===== config.mk =====
export PLATFORM = sky130hd
export DESIGN_NAME = hazard_scoreboard
export DESIGN_NICKNAME = d
export VERILOG_FILES = /design/src/rtl/hazard_pkg.sv /design/src/rtl/fwd_select.sv /design/src/rtl/hazard_scoreboard.sv
export SDC_FILE = /design/constraint.sdc
export NUM_CORES = 1
export LEC_CHECK = 0
export ABC_AREA = 1
export BUFFER_PORTS_ARGS = -buffer_cell sky130_fd_sc_hd__buf_4
export CORE_MARGIN = 3
export CORE_UTILIZATION = 41
export CTS_CLUSTER_SIZE = 30
export DETAILED_ROUTE_END_ITERATION = 6
export GPL_ROUTABILITY_DRIVEN = 1
export PLACE_DENSITY = 0.66
export SYNTH_ARGS = -nofsm -noshare
export SYNTH_HDL_FRONTEND = slang
export SYNTH_SLANG_ARGS = --single-unit

===== constraint.sdc =====
create_clock -name clk -period 2.36 [get_ports clk]
set_clock_uncertainty 0.15 [all_clocks]
set_input_delay 0.472 -clock clk [delete_from_list [all_inputs] [get_ports clk]]
set_output_delay 0.472 -clock clk [all_outputs]
set_load 0.05 [all_outputs]

===== src/rtl/hazard_pkg.sv =====
// Shared types and constants for the ID-stage hazard scoreboard and the
// register-index decoder that feeds it.
package hazard_pkg;

  // Slots carry RV32 register indices.
  localparam int SLOT_REG_W = 5;

  // Opcodes shared with the decoder.
  localparam logic [6:0] OPC_LOAD   = 7'b0000011;
  localparam logic [6:0] OPC_STORE  = 7'b0100011;
  localparam logic [6:0] OPC_BRANCH = 7'b1100011;
  localparam logic [6:0] OPC_JAL    = 7'b1101111;
  localparam logic [6:0] OPC_JALR   = 7'b1100111;
  localparam logic [6:0] OPC_AUIPC  = 7'b0010111;
  localparam logic [6:0] OPC_LUI    = 7'b0110111;
  localparam logic [6:0] OPC_ITYPE  = 7'b0010011;

  typedef enum logic [1:0] {
    FWD_RF  = 2'b00,
    FWD_MEM = 2'b01,
    FWD_WB  = 2'b10
  } fwd_sel_e;

  typedef struct packed {
    logic                  valid;
    logic [SLOT_REG_W-1:0] src1;
    logic [SLOT_REG_W-1:0] src2;
    logic [SLOT_REG_W-1:0] dest;
    logic                  is_load;
  } ex_slot_t;

  typedef struct packed {
    logic                  valid;
    logic [SLOT_REG_W-1:0] dest;
    logic                  is_load;
  } mem_slot_t;

  typedef struct packed {
    logic                  valid;
    logic [SLOT_REG_W-1:0] dest;
  } wb_slot_t;

  // A slot writes r when it is valid, targets r, and r is not x0.
  function automatic logic slot_writes(input logic                  valid,
                                       input logic [SLOT_REG_W-1:0] dest,
                                       input logic [SLOT_REG_W-1:0] r);
    return valid && (dest == r) && (r != '0);
  endfunction

endpackage


===== src/rtl/fwd_select.sv =====
// Forwarding select for one EX operand: picks MEM over WB, else the
// register file. x0 is never forwarded.
module fwd_select
  import hazard_pkg::*;
(
  input  logic [SLOT_REG_W-1:0] i_src,
  input  mem_slot_t             i_mem,
  input  wb_slot_t              i_wb,
  output fwd_sel_e              o_sel
);

  logic w_mem_hit;
  logic w_wb_hit;

  assign w_mem_hit = slot_writes(i_mem.valid, i_mem.dest, i_src);
  assign w_wb_hit  = slot_writes(i_wb.valid, i_wb.dest, i_src);

  // Youngest producer wins.
  always_comb begin
    o_sel = FWD_RF;
    if (w_mem_hit) begin
      o_sel = FWD_MEM;
    end else if (w_wb_hit) begin
      o_sel = FWD_WB;
    end
  end

endmodule


===== src/rtl/hazard_scoreboard.sv =====
// Hazard and forwarding control for the 5-stage pipeline. Shadows the
// EX/MEM/WB occupants and derives stall, forwarding selects and a
// saturating stall counter.
// Build option HAZARD_SCOREBOARD_FORWARD_EN: when defined, forwarding is
// enabled and only load-use stalls; otherwise selects are tied to the
// register file and any EX/MEM producer of an ID source stalls.
module hazard_scoreboard
  import hazard_pkg::*;
#(
  parameter int REG_W = 5,
  parameter int CNT_W = 16
) (
  input  logic             clk,
  input  logic             rst_n,
  input  logic             id_valid,
  input  logic [REG_W-1:0] id_src1,
  input  logic [REG_W-1:0] id_src2,
  input  logic [REG_W-1:0] id_dest,
  input  logic             id_is_load,
  input  logic             flush,
  output logic             stall_out,
  output logic [1:0]       fwd_a,
  output logic [1:0]       fwd_b,
  output logic [CNT_W-1:0] stall_cycles
);

  ex_slot_t         r_ex;
  mem_slot_t        r_mem;
  wb_slot_t         r_wb;
  logic [CNT_W-1:0] r_stall_cnt;

  logic [SLOT_REG_W-1:0] w_src1;
  logic [SLOT_REG_W-1:0] w_src2;
  logic [SLOT_REG_W-1:0] w_dest;
  logic                  w_ex_hit;
  logic                  w_stall;
  fwd_sel_e              w_sel_a;
  fwd_sel_e              w_sel_b;

  assign w_src1 = SLOT_REG_W'(id_src1);
  assign w_src2 = SLOT_REG_W'(id_src2);
  assign w_dest = SLOT_REG_W'(id_dest);

  assign w_ex_hit = slot_writes(r_ex.valid, r_ex.dest, w_src1) |
                    slot_writes(r_ex.valid, r_ex.dest, w_src2);

`ifdef HAZARD_SCOREBOARD_FORWARD_EN
  // Everything but a load result can be forwarded in time.
  assign w_stall = id_valid & ~flush & r_ex.is_load & w_ex_hit;
`else
  logic w_mem_hit;
  assign w_mem_hit = slot_writes(r_mem.valid, r_mem.dest, w_src1) |
                     slot_writes(r_mem.valid, r_mem.dest, w_src2);
  // Without forwarding, wait until the producer reaches WB.
  assign w_stall = id_valid & ~flush & (w_ex_hit | w_mem_hit);
`endif

  fwd_select u_fwd_a (
    .i_src (r_ex.src1),
    .i_mem (r_mem),
    .i_wb  (r_wb),
    .o_sel (w_sel_a)
  );

  fwd_select u_fwd_b (
    .i_src (r_ex.src2),
    .i_mem (r_mem),
    .i_wb  (r_wb),
    .o_sel (w_sel_b)
  );

`ifdef HAZARD_SCOREBOARD_FORWARD_EN
  assign fwd_a = w_sel_a;
  assign fwd_b = w_sel_b;
`else
  assign fwd_a = FWD_RF;
  assign fwd_b = FWD_RF;
`endif

  assign stall_out    = w_stall;
  assign stall_cycles = r_stall_cnt;

  // Advance the shadow pipeline; a bubble is fully zeroed so it never matches.
  always_ff @(posedge clk or negedge rst_n) begin
    if (!rst_n) begin
      r_ex  <= '0;
      r_mem <= '0;
      r_wb  <= '0;
    end else begin
      r_wb  <= '{valid: r_mem.valid, dest: r_mem.dest};
      r_mem <= '{valid: r_ex.valid, dest: r_ex.dest, is_load: r_ex.is_load};
      if (flush || w_stall || !id_valid) begin
        r_ex <= '0;
      end else begin
        r_ex <= '{valid: 1'b1, src1: w_src1, src2: w_src2,
                  dest: w_dest, is_load: id_is_load};
      end
    end
  end

  // Count stalled cycles, holding at all-ones.
  always_ff @(posedge clk or negedge rst_n) begin
    if (!rst_n) begin
      r_stall_cnt <= '0;
    end else if (w_stall && (r_stall_cnt != '1)) begin
      r_stall_cnt <= r_stall_cnt + CNT_W'(1);
    end
  end

  // The load-use stall keeps a MEM-stage load from ever being a forward source.
  a_no_mem_load_fwd: assert property (@(posedge clk) disable iff (!rst_n)
    !(r_mem.is_load && ((w_sel_a == FWD_MEM) || (w_sel_b == FWD_MEM))));

endmodule


==> results of run 1 <==
state kept, by name, summed over array words and instances, names as in the netlist:
signal        cells
r_ex              6
r_mem             6
stall_cycles     16
path summary, 6_finish.rpt:
check | startpoint | to | slack [ns] | cells past startpoint
min in group asynchronous | rst_n | stall_cycles[3] | 0.49 | 2
max | r_ex[1] | stall_out | 0.16 | 10
min reg2reg | r_ex[16] | r_mem[6] | 0.26 | 0
max reg2reg | stall_cycles[0] | stall_cycles[11] | 0.37 | 9
max in group asynchronous | rst_n | r_mem[4] | 1.30 | 2
min | r_ex[16] | r_mem[6] | 0.26 | 0
placed cells by master (no fill, tap or decap), drive strengths merged, types with 3 or more instances in the layout:
cell type,count
xor2,15
nor2,34
nand4,19
conb,4
xnor2,9
nand2,75
nor3,3
clkbuf,3
clkinv,3
dfrtp,28
nand3,16
buf,37
inv,34
synthesized netlist by cell type (all sizes together):
cell type	count
nand2	75
inv	34
nor2	34
dfrtp	28
nand4	19
nand3	16
xor2	15
buf	10
xnor2	9
clkinv	3
nor3	3
conb	1
ha	1
nand3b	1
or2	1
repair_timing:
action                     in CTS  in global routing
hold endpoints to repair       28                  0
buffers inserted                0                  0
setup endpoints to repair       0                  1
hold buffers                    1                  0
resized for setup               0                  1
metal layers:
layer  vias up  share of wire, %  GRT usage [%]
li1        831                 -              -
met1       745                47           20.4
met3         4               4.3           2.33
met4         0              0.79           4.63
met5         -                 0              0
met2        33                48           25.4
cells by family (layout without fill, tap and decap cells):
kind of cell               after synthesis  in the layout
and+or+nand+nor                        149            149
buffers and inverters                   47             79
DFF                                     28             28
xor gates and xnor gates                24             24
adders and majority gates                1              1
other                                    1              4
final cells by class:
cell class                      count  area, um^2  area share (%)
Multi-Input combinational cell    178         945            42.8
Sequential cell                    28         701            31.7
Timing Repair Buffer               38         292            13.2
Inverter                           37         139            6.29
Tap cell                           50        62.6            2.83
Clock buffer                        3        41.3            1.87
Clock inverter                      1        30.0            1.36
power by group through the flow:
| stage | clock (W) | combinational, W | sequential [W] |
|---|---|---|---|
| finish | 0.000383 | 0.000176 | 0.000514 |
| global route | 0.000404 | 0.000195 | 0.000517 |
| CTS | 0.000391 | 0.000180 | 0.000514 |
| detailed placement | 0 | 0.000178 | 0.000524 |
| global placement | 0 | 0.000174 | 0.000523 |
| floorplan | 0 | 0.0000929 | 0.000548 |
per-stage QoR:
stage               total power, W  hold WS (ns)
finish                     0.00107         0.256
global route               0.00112         0.258
CTS                        0.00109         0.251
detailed placement        0.000701         0.238
global placement          0.000697         0.230
floorplan                 0.000641        0.0264
worst max-delay path, stage by stage (launching register included):
cell,delay [ns]
dfrtp_1,0.42
xnor2_1,0.17
nand2_1,0.06
nor2_1,0.09
nand2_1,0.06
nand2_1,0.06
nand2_2,0.07
nand2_4,0.06
nand2_1,0.04
inv_1,0.11
buf_6,0.17
==> metrics.md, run 1 <==
| Metric | Value |
|---|---|
| RSZ-0062 raised after global routing | `no` |
| Post-synthesis simple-gate area fraction | `37.6%` |
| FF+latch count, synth | `28` |
| DR iter-0 viols | `68` |
| Min Tclk post-route | `2.20 ns` |
| Nets@finish | `307` |
| Post-Syn Area | `1880 um^2` |
| Num rows | `23` |
| Final hold vios | `0` |
| Ant. Diodes | `0` |
| Synth Area in Compound Gates | `0%` |
| Synth Instances | `250` |
| Pwr Density | `486 nW/um^2` |
| Die Area | `5430 um^2` |
| Max_cap viols | `0` |
| GRT Total Usage | `15.3%` |
| Post-route insts no fill | `335` |
| Yosys warns | `0` |
| H-tree Lvls | `1` |
| Worst Path Arrival | `1.58 ns` |
| Yosys top cell by area | `dfrtp_1` |
| Type of element launching the critical path | `flip-flop` |
| P_leak | `1.21 nW` |
| Clock transition at path regs | `0.10 ns` |
| Design Area, Final | `2210 um^2` |
| Area contributors post-synth | `dfrtp_1, nand2_1, xor2_1` |
| HPWL after DPL | `2860 um` |
| Area after DPL | `2120 um^2` |
| Top-area cell type share of the netlist area | `37.3%` |
| IO buf count | `35` |
| Internal Pwr Total | `0.000788 W` |
| DRC viols | `0` |
| IO Pins | `41` |
| First-pass GRT wire length | `6720 um` |
| Layout area overhead | `17.7%` |
| Reg power frac | `47.9%` |
| P_sw | `0.000285 W` |
| Core area | `4200 um^2` |
| Num CTS Buffers | `3` |
| Via-per-instance ratio | `4.81` |
| Maximum clock frequency | `0.455 GHz` |
| Largest net degree at the start of global routing | `29` |
| Die width | `73.7 um` |
| CTS Buffer Depth | `2` |
| Final wirelength | `3820 um` |
| Dpl ws | `0.208 ns` |
| Crit Path Class | `reg -> out` |
| Slew Viols, Final | `0` |
| Post-Synth XOR/XNOR Area | `11.2%` |
| # fillers | `422` |
| Root Buffer | `clkbuf_8` |
| CTS tree | `done` |
| Outcome | `complete, no violations` |
| Via count | `1613` |
| Main combinational cell family by area after synthesis | `simple AND/OR/NAND/NOR gates` |
| Number of global-route vias before repair | `1556` |
| Die span in y | `73.7 um` |
| Register area share after synthesis | `37.3%` |
| Crit. End Element | `output pin` |
| Post-Syn Area per Cell | `7.51 um^2` |
| Initial antenna violation count | `0` |
| Setup_tns | `0 ns` |
| Post-synth cell types | `27` |
| Logic pwr share | `16.4%` |
| Worst Path Required | `1.74 ns` |
| Final worst path period share | `93.2%` |
| Clock share of power | `35.7%` |
| Post-synthesis mux area share | `0%` |
| Sw frac | `26.6%` |
| Final Wtd Congestion | `0.866` |
| Grt ovf | `0` |
| Post-route ant nets | `0` |
| Max rail drop VDD | `0.287 mV` |
| Hold WC Path Type | `reg -> reg` |
| CTS sink count | `28` |
| Worst-path fanout max | `3` |
| Layout cells sized above 1 | `18.6%` |
| Adder-cell share of the synthesized area | `0.666%` |
| Routed wire per std cell | `11.4 um` |
| Final setup margin | `0.160 ns` |
| Clk_lat worst skew | `0.27 ns` |
| Initial Util | `44.7%` |
| Fin util | `52.6%` |
| Placed cell count | `330` |
| # setup viols final | `0` |
| First-pass iteration count of the detailed router | `4` |
(Power assumes the default switching activity.)
==> run 2: changes to the inputs <==
Settings changed: CELL_PAD_IN_SITES_DETAIL_PLACEMENT from default to 1, CELL_PAD_IN_SITES_GLOBAL_PLACEMENT from default to 1, CORE_UTILIZATION 41 to 39, PLACE_DENSITY 0.66 to 0.83, RECOVER_POWER from default to 100.
==> run 2 against run 1 <==
Compared with the run above:
- first-iteration DRC count is 8.8% lower
- critical path depth decreased by 1
- die area is 4.7% higher
- critical endpoint unchanged
- largest cell class unchanged
==> metrics.md, run 2 (synthesis gave the netlist of run 1 again) <==
| Metric | Value |
|---|---|
| Max rail drop VDD | `0.380 mV (was 0.287 mV)` |
| Die width | `75.4 um (was 73.7 um)` |
| Max-slew headroom at the worst pin | `52.4%` |
| PnR Total Power | `0.000961 W (was 0.00107 W)` |
| Number of global-route vias before repair | `1619 (was 1556)` |
| Nets@finish | `309 (was 307)` |
| Commonest non-fill, non-tap cell in the layout | `nand2_1 (unchanged)` |
| Sw frac | `30.2% (was 26.6%)` |
| HPWL after DPL | `3390 um (was 2860 um)` |
| Core area | `4500 um^2 (was 4200 um^2)` |
| R2R cell count | `9 (unchanged)` |
| Hold WC Path Type | `in -> reg (was reg -> reg)` |
| # setup viols final | `0 (unchanged)` |
| P_sw | `0.000290 W (was 0.000285 W)` |
| DR iter-0 viols | `62 (was 68)` |
| Worst Path Required | `1.74 ns (about the same)` |
| First-pass GRT wire length | `7660 um (was 6720 um)` |
| Fin util | `47.7% (was 52.6%)` |
| Min Tclk post-route | `2.22 ns (was 2.20 ns)` |
| CTS Buffer Depth | `2 (unchanged)` |
| Worst reg2reg endpoint | `stall_cycles[11] (unchanged)` |
| Design Area, Final | `2150 um^2 (was 2210 um^2)` |
| Routed wire per std cell | `13.4 um (was 11.4 um)` |
| Maximum clock frequency | `0.451 GHz (was 0.455 GHz)` |
| IO Pins | `41 (unchanged)` |
| Final wirelength | `4540 um (was 3820 um)` |
| Clk_lat worst skew | `0.28 ns (was 0.27 ns)` |
| Worst-path fanout max | `3 (unchanged)` |
| Worst Path Arrival | `1.59 ns (was 1.58 ns)` |
| Num rows | `24 (was 23)` |
| Clock transition at path regs | `0.10 ns (about the same)` |
| P_leak | `1.14 nW (was 1.21 nW)` |
| Crit. End Element | `output pin (unchanged)` |
| Largest net degree at the start of global routing | `29 (unchanged)` |
| Initial Util | `41.7% (was 44.7%)` |
| Initial antenna violation count | `0 (unchanged)` |
| Layout cells sized above 1 | `14.3% (was 18.6%)` |
| Post-route ant nets | `0 (unchanged)` |
| Type of element launching the critical path | `flip-flop (unchanged)` |
| WHS Endpoint | `r_ex[1] (was r_mem[6])` |
| Via count | `1660 (was 1613)` |
| Hold Path Depth | `3 (was 0)` |
| Area of the multi-input gates | `955 um^2 (was 945 um^2)` |
| Layout area overhead | `14.4% (was 17.7%)` |
| Largest register FFs | `16 (unchanged)` |
| Reg2Reg Setup Slack | `0.29 ns (was 0.37 ns)` |
| Pwr Density | `447 nW/um^2 (was 486 nW/um^2)` |
| Slew Viols, Final | `0 (unchanged)` |
| Root Buffer | `clkbuf_8 (unchanged)` |
| Reg power frac | `53.6% (was 47.9%)` |
| Logic pwr share | `18.2% (was 16.4%)` |
| CTS sink count | `28 (unchanged)` |
| Die span in y | `75.4 um (was 73.7 um)` |
| Via-per-instance ratio | `4.91 (was 4.81)` |
| # fillers | `598 (was 422)` |
| Hold Path Origin | `id_dest[0] (was r_ex[16])` |
| Ant. Diodes | `0 (unchanged)` |
| Setup_tns | `0 ns (unchanged)` |
| Critical Path Source | `r_mem[3] (was r_ex[1])` |
| Area after DPL | `2130 um^2 (was 2120 um^2)` |
| CTS tree | `done (unchanged)` |
| Internal Pwr Total | `0.000670 W (was 0.000788 W)` |
| H-tree Lvls | `1 (unchanged)` |
| Final hold vios | `0 (unchanged)` |
| Outcome | `complete, no violations (unchanged)` |
| GRT Total Usage | `17.3% (was 15.3%)` |
| First-pass iteration count of the detailed router | `4 (unchanged)` |
| Crit Reg-Reg Startpoint | `stall_cycles[0] (unchanged)` |
| Crit Path Class | `reg -> out (unchanged)` |
| Worst hold slack | `0.256 ns (about the same)` |
| RSZ-0062 raised after global routing | `no (unchanged)` |
| FF+latch area | `701 um^2 (unchanged)` |
| Die Area | `5680 um^2 (was 5430 um^2)` |
| Clock share of power | `28.2% (was 35.7%)` |
| IO buf count | `35 (unchanged)` |
| DRC viols | `0 (unchanged)` |
| Most frequent cells in the layout | `nand2_1, nor2_1, inv_1, dfrtp_1, buf_4 (was nand2_1, buf_4, nor2_1, inv_1, dfrtp_1)` |
| Final worst path period share | `93.9% (was 93.2%)` |
| Final Wtd Congestion | `0.816 (was 0.866)` |
| Max_cap viols | `0 (unchanged)` |
| Grt ovf | `0 (unchanged)` |
| Worst-margin pin slew | `0.714 ns` |
| Num CTS Buffers | `3 (unchanged)` |
-- run 2: layout make-up --
cell class / count / share of cell area (%)
multi-input cells: 178 / 44.4
flip-flops and latches: 28 / 32.6
repair buffers: 40 / 11.5
inverters: 37 / 6.46
well taps: 52 / 3.03
clock buffers: 3 / 1.92
-- run 2: timing repair --
item,in CTS,in global routing
endpoints found under the setup margin,0,1
resized for setup,0,5
hold buffers,1,0
setup buffers,0,2
endpoints found under the hold margin,28,0
-- run 2: worst max-delay path by stage --
stage                end  slack (ns)  cells past startpoint
2_1_floorplan  stall_out        0.18                     10
3_3_place_gp   stall_out        0.19                     10
3_5_place_dp   stall_out        0.18                     11
4_1_cts        stall_out        0.06                     10
5_1_grt        stall_out      0.0002                     10
6_report       stall_out        0.14                      9
-- run 2: power groups by stage --
stage,Combinational (W),Clock (W),Sequential [W]
floorplan,0.0000929,0,0.000548
global placement,0.000174,0,0.000524
detailed placement,0.000180,0,0.000524
CTS,0.000182,0.000275,0.000515
global route,0.000194,0.000295,0.000518
finish,0.000175,0.000271,0.000515
-- run 2: through the flow --
step,worst slack (ns),cells
after floorplan,0.179,253
after global placement,0.190,332
after detailed placement,0.177,332
after CTS,0.0596,336
after global routing,0.000207,338
final,0.144,338
-- run 2: layer usage --
layer	up-vias	GRT usage, %	wire length (um)
met1	781	25.4	2200
met4	0	3.50	42
met3	5	2.37	203
met2	37	27.3	2090
met5	-	0	0
li1	837	-	-
-- run 2: critical path, stage by stage, from the launching register on --
cell and delay [ns]:
dfrtp_1 0.43, xor2_1 0.15, nor2_1 0.14, nand3_1 0.10, nand2_1 0.09, nand2_2 0.07
nand2_4 0.07, nand2_2 0.05, inv_2 0.07, buf_8 0.14
==> run 3: changes to the inputs <==
Settings changed: SETUP_SLACK_MARGIN from default to 0.3.
Clock period 2.36 ns to 2.3 ns, I/O delays scaled along.
==> run 3 against run 2 <==
Compared with the run above:
- global-route usage up 0.11 points
- final cell count grew 2.4%
- wire length rose by 8.2%
- sequential power up 3%
- hold slack worse by 0.020 ns
- largest power group unchanged
==> metrics.md, run 3 (synthesis gave the netlist of run 1 again) <==
| Metric | Value |
|---|---|
| Core area | `4500 um^2 (unchanged)` |
| Critical Path Source | `r_mem[4] (was r_mem[3])` |
| Worst Path Arrival | `1.62 ns (was 1.59 ns)` |
| Die span in y | `75.4 um (unchanged)` |
| Crit. End Element | `output pin (unchanged)` |
| Final hold vios | `0 (unchanged)` |
| Outcome | `complete, no violations (unchanged)` |
| # fillers | `586 (was 598)` |
| Slew Viols, Final | `0 (unchanged)` |
| Crit path largest cell delay | `0.43 ns (about the same)` |
| CTS tree | `done (unchanged)` |
| First-pass GRT wire length | `7630 um (was 7660 um)` |
| Final Wtd Congestion | `0.820 (was 0.816)` |
| H-tree Lvls | `1 (unchanged)` |
| Logic pwr share | `19.5% (was 18.2%)` |
| Maximum clock frequency | `0.449 GHz` |
| # setup viols final | `0 (unchanged)` |
| Pwr Density | `427 nW/um^2 (was 447 nW/um^2)` |
| Clock share of power | `27.5% (was 28.2%)` |
| Reg2Reg Setup Slack | `0.39 ns (was 0.29 ns)` |
| Hold Path Origin | `id_dest[3] (was id_dest[0])` |
| Clk_lat worst skew | `0.28 ns (about the same)` |
| Max rail drop VDD | `0.416 mV (was 0.380 mV)` |
| Final wirelength | `4910 um (was 4540 um)` |
| Hold WC Path Type | `in -> reg (unchanged)` |
| Max_cap viols | `0 (unchanged)` |
| RSZ-0062 raised after global routing | `yes (was no)` |
| Routed wire per std cell | `14.2 um (was 13.4 um)` |
| Worst-path fanout max | `3 (unchanged)` |
| CTS sink count | `28 (unchanged)` |
| Reg power frac | `53.0% (was 53.6%)` |
| R2R cell count | `11 (was 9)` |
| Layout area overhead | `24.8% (was 14.4%)` |
| Number of global-route vias before repair | `1576 (was 1619)` |
| DR iter-0 viols | `75 (was 62)` |
| Setup_tns | `0 ns (unchanged)` |
| Via-per-instance ratio | `4.92 (was 4.91)` |
| CTS Buffer Depth | `2 (unchanged)` |
| Design Area, Final | `2340 um^2 (was 2150 um^2)` |
| Met2 WL | `2320 um (was 2090 um)` |
| Clock transition at path regs | `0.10 ns (about the same)` |
| Root Buffer | `clkbuf_8 (unchanged)` |
| GRT Total Usage | `17.4% (was 17.3%)` |
| Min Tclk post-route | `2.23 ns` |
| Most frequent cells in the layout | `nand2_1, buf_4, inv_1, nor2_1, dfrtp_1 (was nand2_1, nor2_1, inv_1, dfrtp_1, buf_4)` |
| Worst Path Required | `1.69 ns (was 1.74 ns)` |
| Num CTS Buffers | `3 (unchanged)` |
| Num rows | `24 (unchanged)` |
| WHS Endpoint | `r_ex[4] (was r_ex[1])` |
| Nets@finish | `317 (was 309)` |
| First-pass iteration count of the detailed router | `4 (unchanged)` |
| Final setup margin | `0.0724 ns (was 0.144 ns)` |
| Via count | `1702 (was 1660)` |
| CP max stage cell | `dfrtp_1 (unchanged)` |
| Dpl ws | `0.113 ns (was 0.177 ns)` |
| Ant. Diodes | `0 (unchanged)` |
| Final worst path period share | `96.9%` |
| Die width | `75.4 um (unchanged)` |
| Crit Path Class | `reg -> out (unchanged)` |
| Initial antenna violation count | `0 (unchanged)` |
| Worst Path Buf+Inv | `2 (unchanged)` |
| Die Area | `5680 um^2 (unchanged)` |
| IO buf count | `35 (unchanged)` |
| Wl on met1 | `2290 um (was 2200 um)` |
| Internal Pwr Total | `0.000700 W (was 0.000670 W)` |
| Max-slew headroom at the worst pin | `53.5% (was 52.4%)` |
| DRC viols | `0 (unchanged)` |
| Crit path max-delay family | `simple AND/OR/NAND/NOR gates (unchanged)` |
| Largest register FFs | `16 (unchanged)` |
| Crit path cell chain | `xor2_1, nor2_1, nand3_1, nand2_1, nand2_2, nand2_4, nand2_4, clkinvlp_4, buf_8 (was xor2_1, nor2_1, nand3_1, nand2_1, nand2_2, nand2_4, nand2_2, inv_2, buf_8)` |
| Crit Reg-Reg Startpoint | `r_mem[4] (was stall_cycles[0])` |
| Sw frac | `30.0% (was 30.2%)` |
| Worst hold slack | `0.236 ns (was 0.256 ns)` |
| Largest net degree at the start of global routing | `29 (unchanged)` |
| Initial Util | `41.7% (unchanged)` |
| DR WL met3 | `218 um (was 203 um)` |
| Critical Path Most Common Cell | `nand2_4 (was nand2_2)` |
| Highest metal used | `met4 (unchanged)` |
| P_leak | `1.26 nW (was 1.14 nW)` |
| IO Pins | `41 (unchanged)` |
| P_sw | `0.000301 W (was 0.000290 W)` |
| Area after DPL | `2150 um^2 (was 2130 um^2)` |
| Commonest non-fill, non-tap cell in the layout | `nand2_1 (unchanged)` |
| Worst-margin pin slew | `0.698 ns (was 0.714 ns)` |
| Worst reg2reg endpoint | `stall_cycles[9] (was stall_cycles[11])` |
| Type of element launching the critical path | `flip-flop (unchanged)` |
| Layout cells sized above 1 | `25.9% (was 14.3%)` |
| Post-route ant nets | `0 (unchanged)` |
| HPWL after DPL | `3480 um (was 3390 um)` |
| Hold Path Depth | `3 (unchanged)` |
| Grt ovf | `0 (unchanged)` |
-- run 3: cell count changes in the layout (fill, tap and decap cells not counted), moves of 3 or more --
cell,before,now
buf_4,20,41
nand2_1,71,64
nand2_2,3,9
nor2_1,33,30
clkbuf_1,16,1
nor2_2,1,4
-- run 3: worst min-delay path, cell delays in order --
cell,delay [ns]
buf_4,0.11
inv_1,0.04
nor2_1,0.03
-- run 3: worst max path at each step --
stage / end / slack, ns / cells past startpoint
after global routing: stall_out / -0.04 / 10
final: stall_out / 0.07 / 9
after CTS: stall_out / 0.07 / 9
after global placement: stall_out / 0.17 / 10
after floorplan: stall_out / 0.18 / 12
after detailed placement: stall_cycles[12] / 0.11 / 12
-- run 3: through the flow --
step	std cells	util [%]	power [W]
6_report	346	52.0	0.00100
5_1_grt	346	52.0	0.00105
4_1_cts	337	49.1	0.00100
3_5_place_dp	333	47.8	0.000725
3_3_place_gp	333	47.8	0.000718
2_1_floorplan	253	-	0.000659
-- run 3: metal layers --
metal,vias up,global-route usage (%)
li1,855,-
met1,804,26.1
met2,34,26.9
met3,9,2.64
met4,0,3.11
met5,-,0
-- run 3: final cells by class --
type	instances	area (um^2)	share of cell area, %
flip-flops and latches	28	702	30.0
inverters	37	143	6.09
clock buffers	3	41.3	1.76
multi-input cells	179	1010	42.9
well taps	52	65.1	2.78
repair buffers	47	387	16.5
-- run 3: power by group through the flow --
stage               clock [W]  sequential [W]  combinational, W
floorplan                   0        0.000563         0.0000968
global route         0.000298        0.000534          0.000215
global placement            0        0.000537          0.000180
detailed placement          0        0.000540          0.000186
CTS                  0.000282        0.000530          0.000188
finish               0.000276        0.000530          0.000195
-- run 3: repair_timing --
| action | in CTS | in global routing |
|---|---|---|
| endpoints found under the setup margin | 14 | 17 |
| gates resized for setup | 2 | 16 |
| pin swaps | 9 | 9 |
| endpoints found under the hold margin | 28 | 0 |
| hold buffers | 1 | 0 |
| cloned | 0 | 2 |
| setup buffers | 0 | 7 |
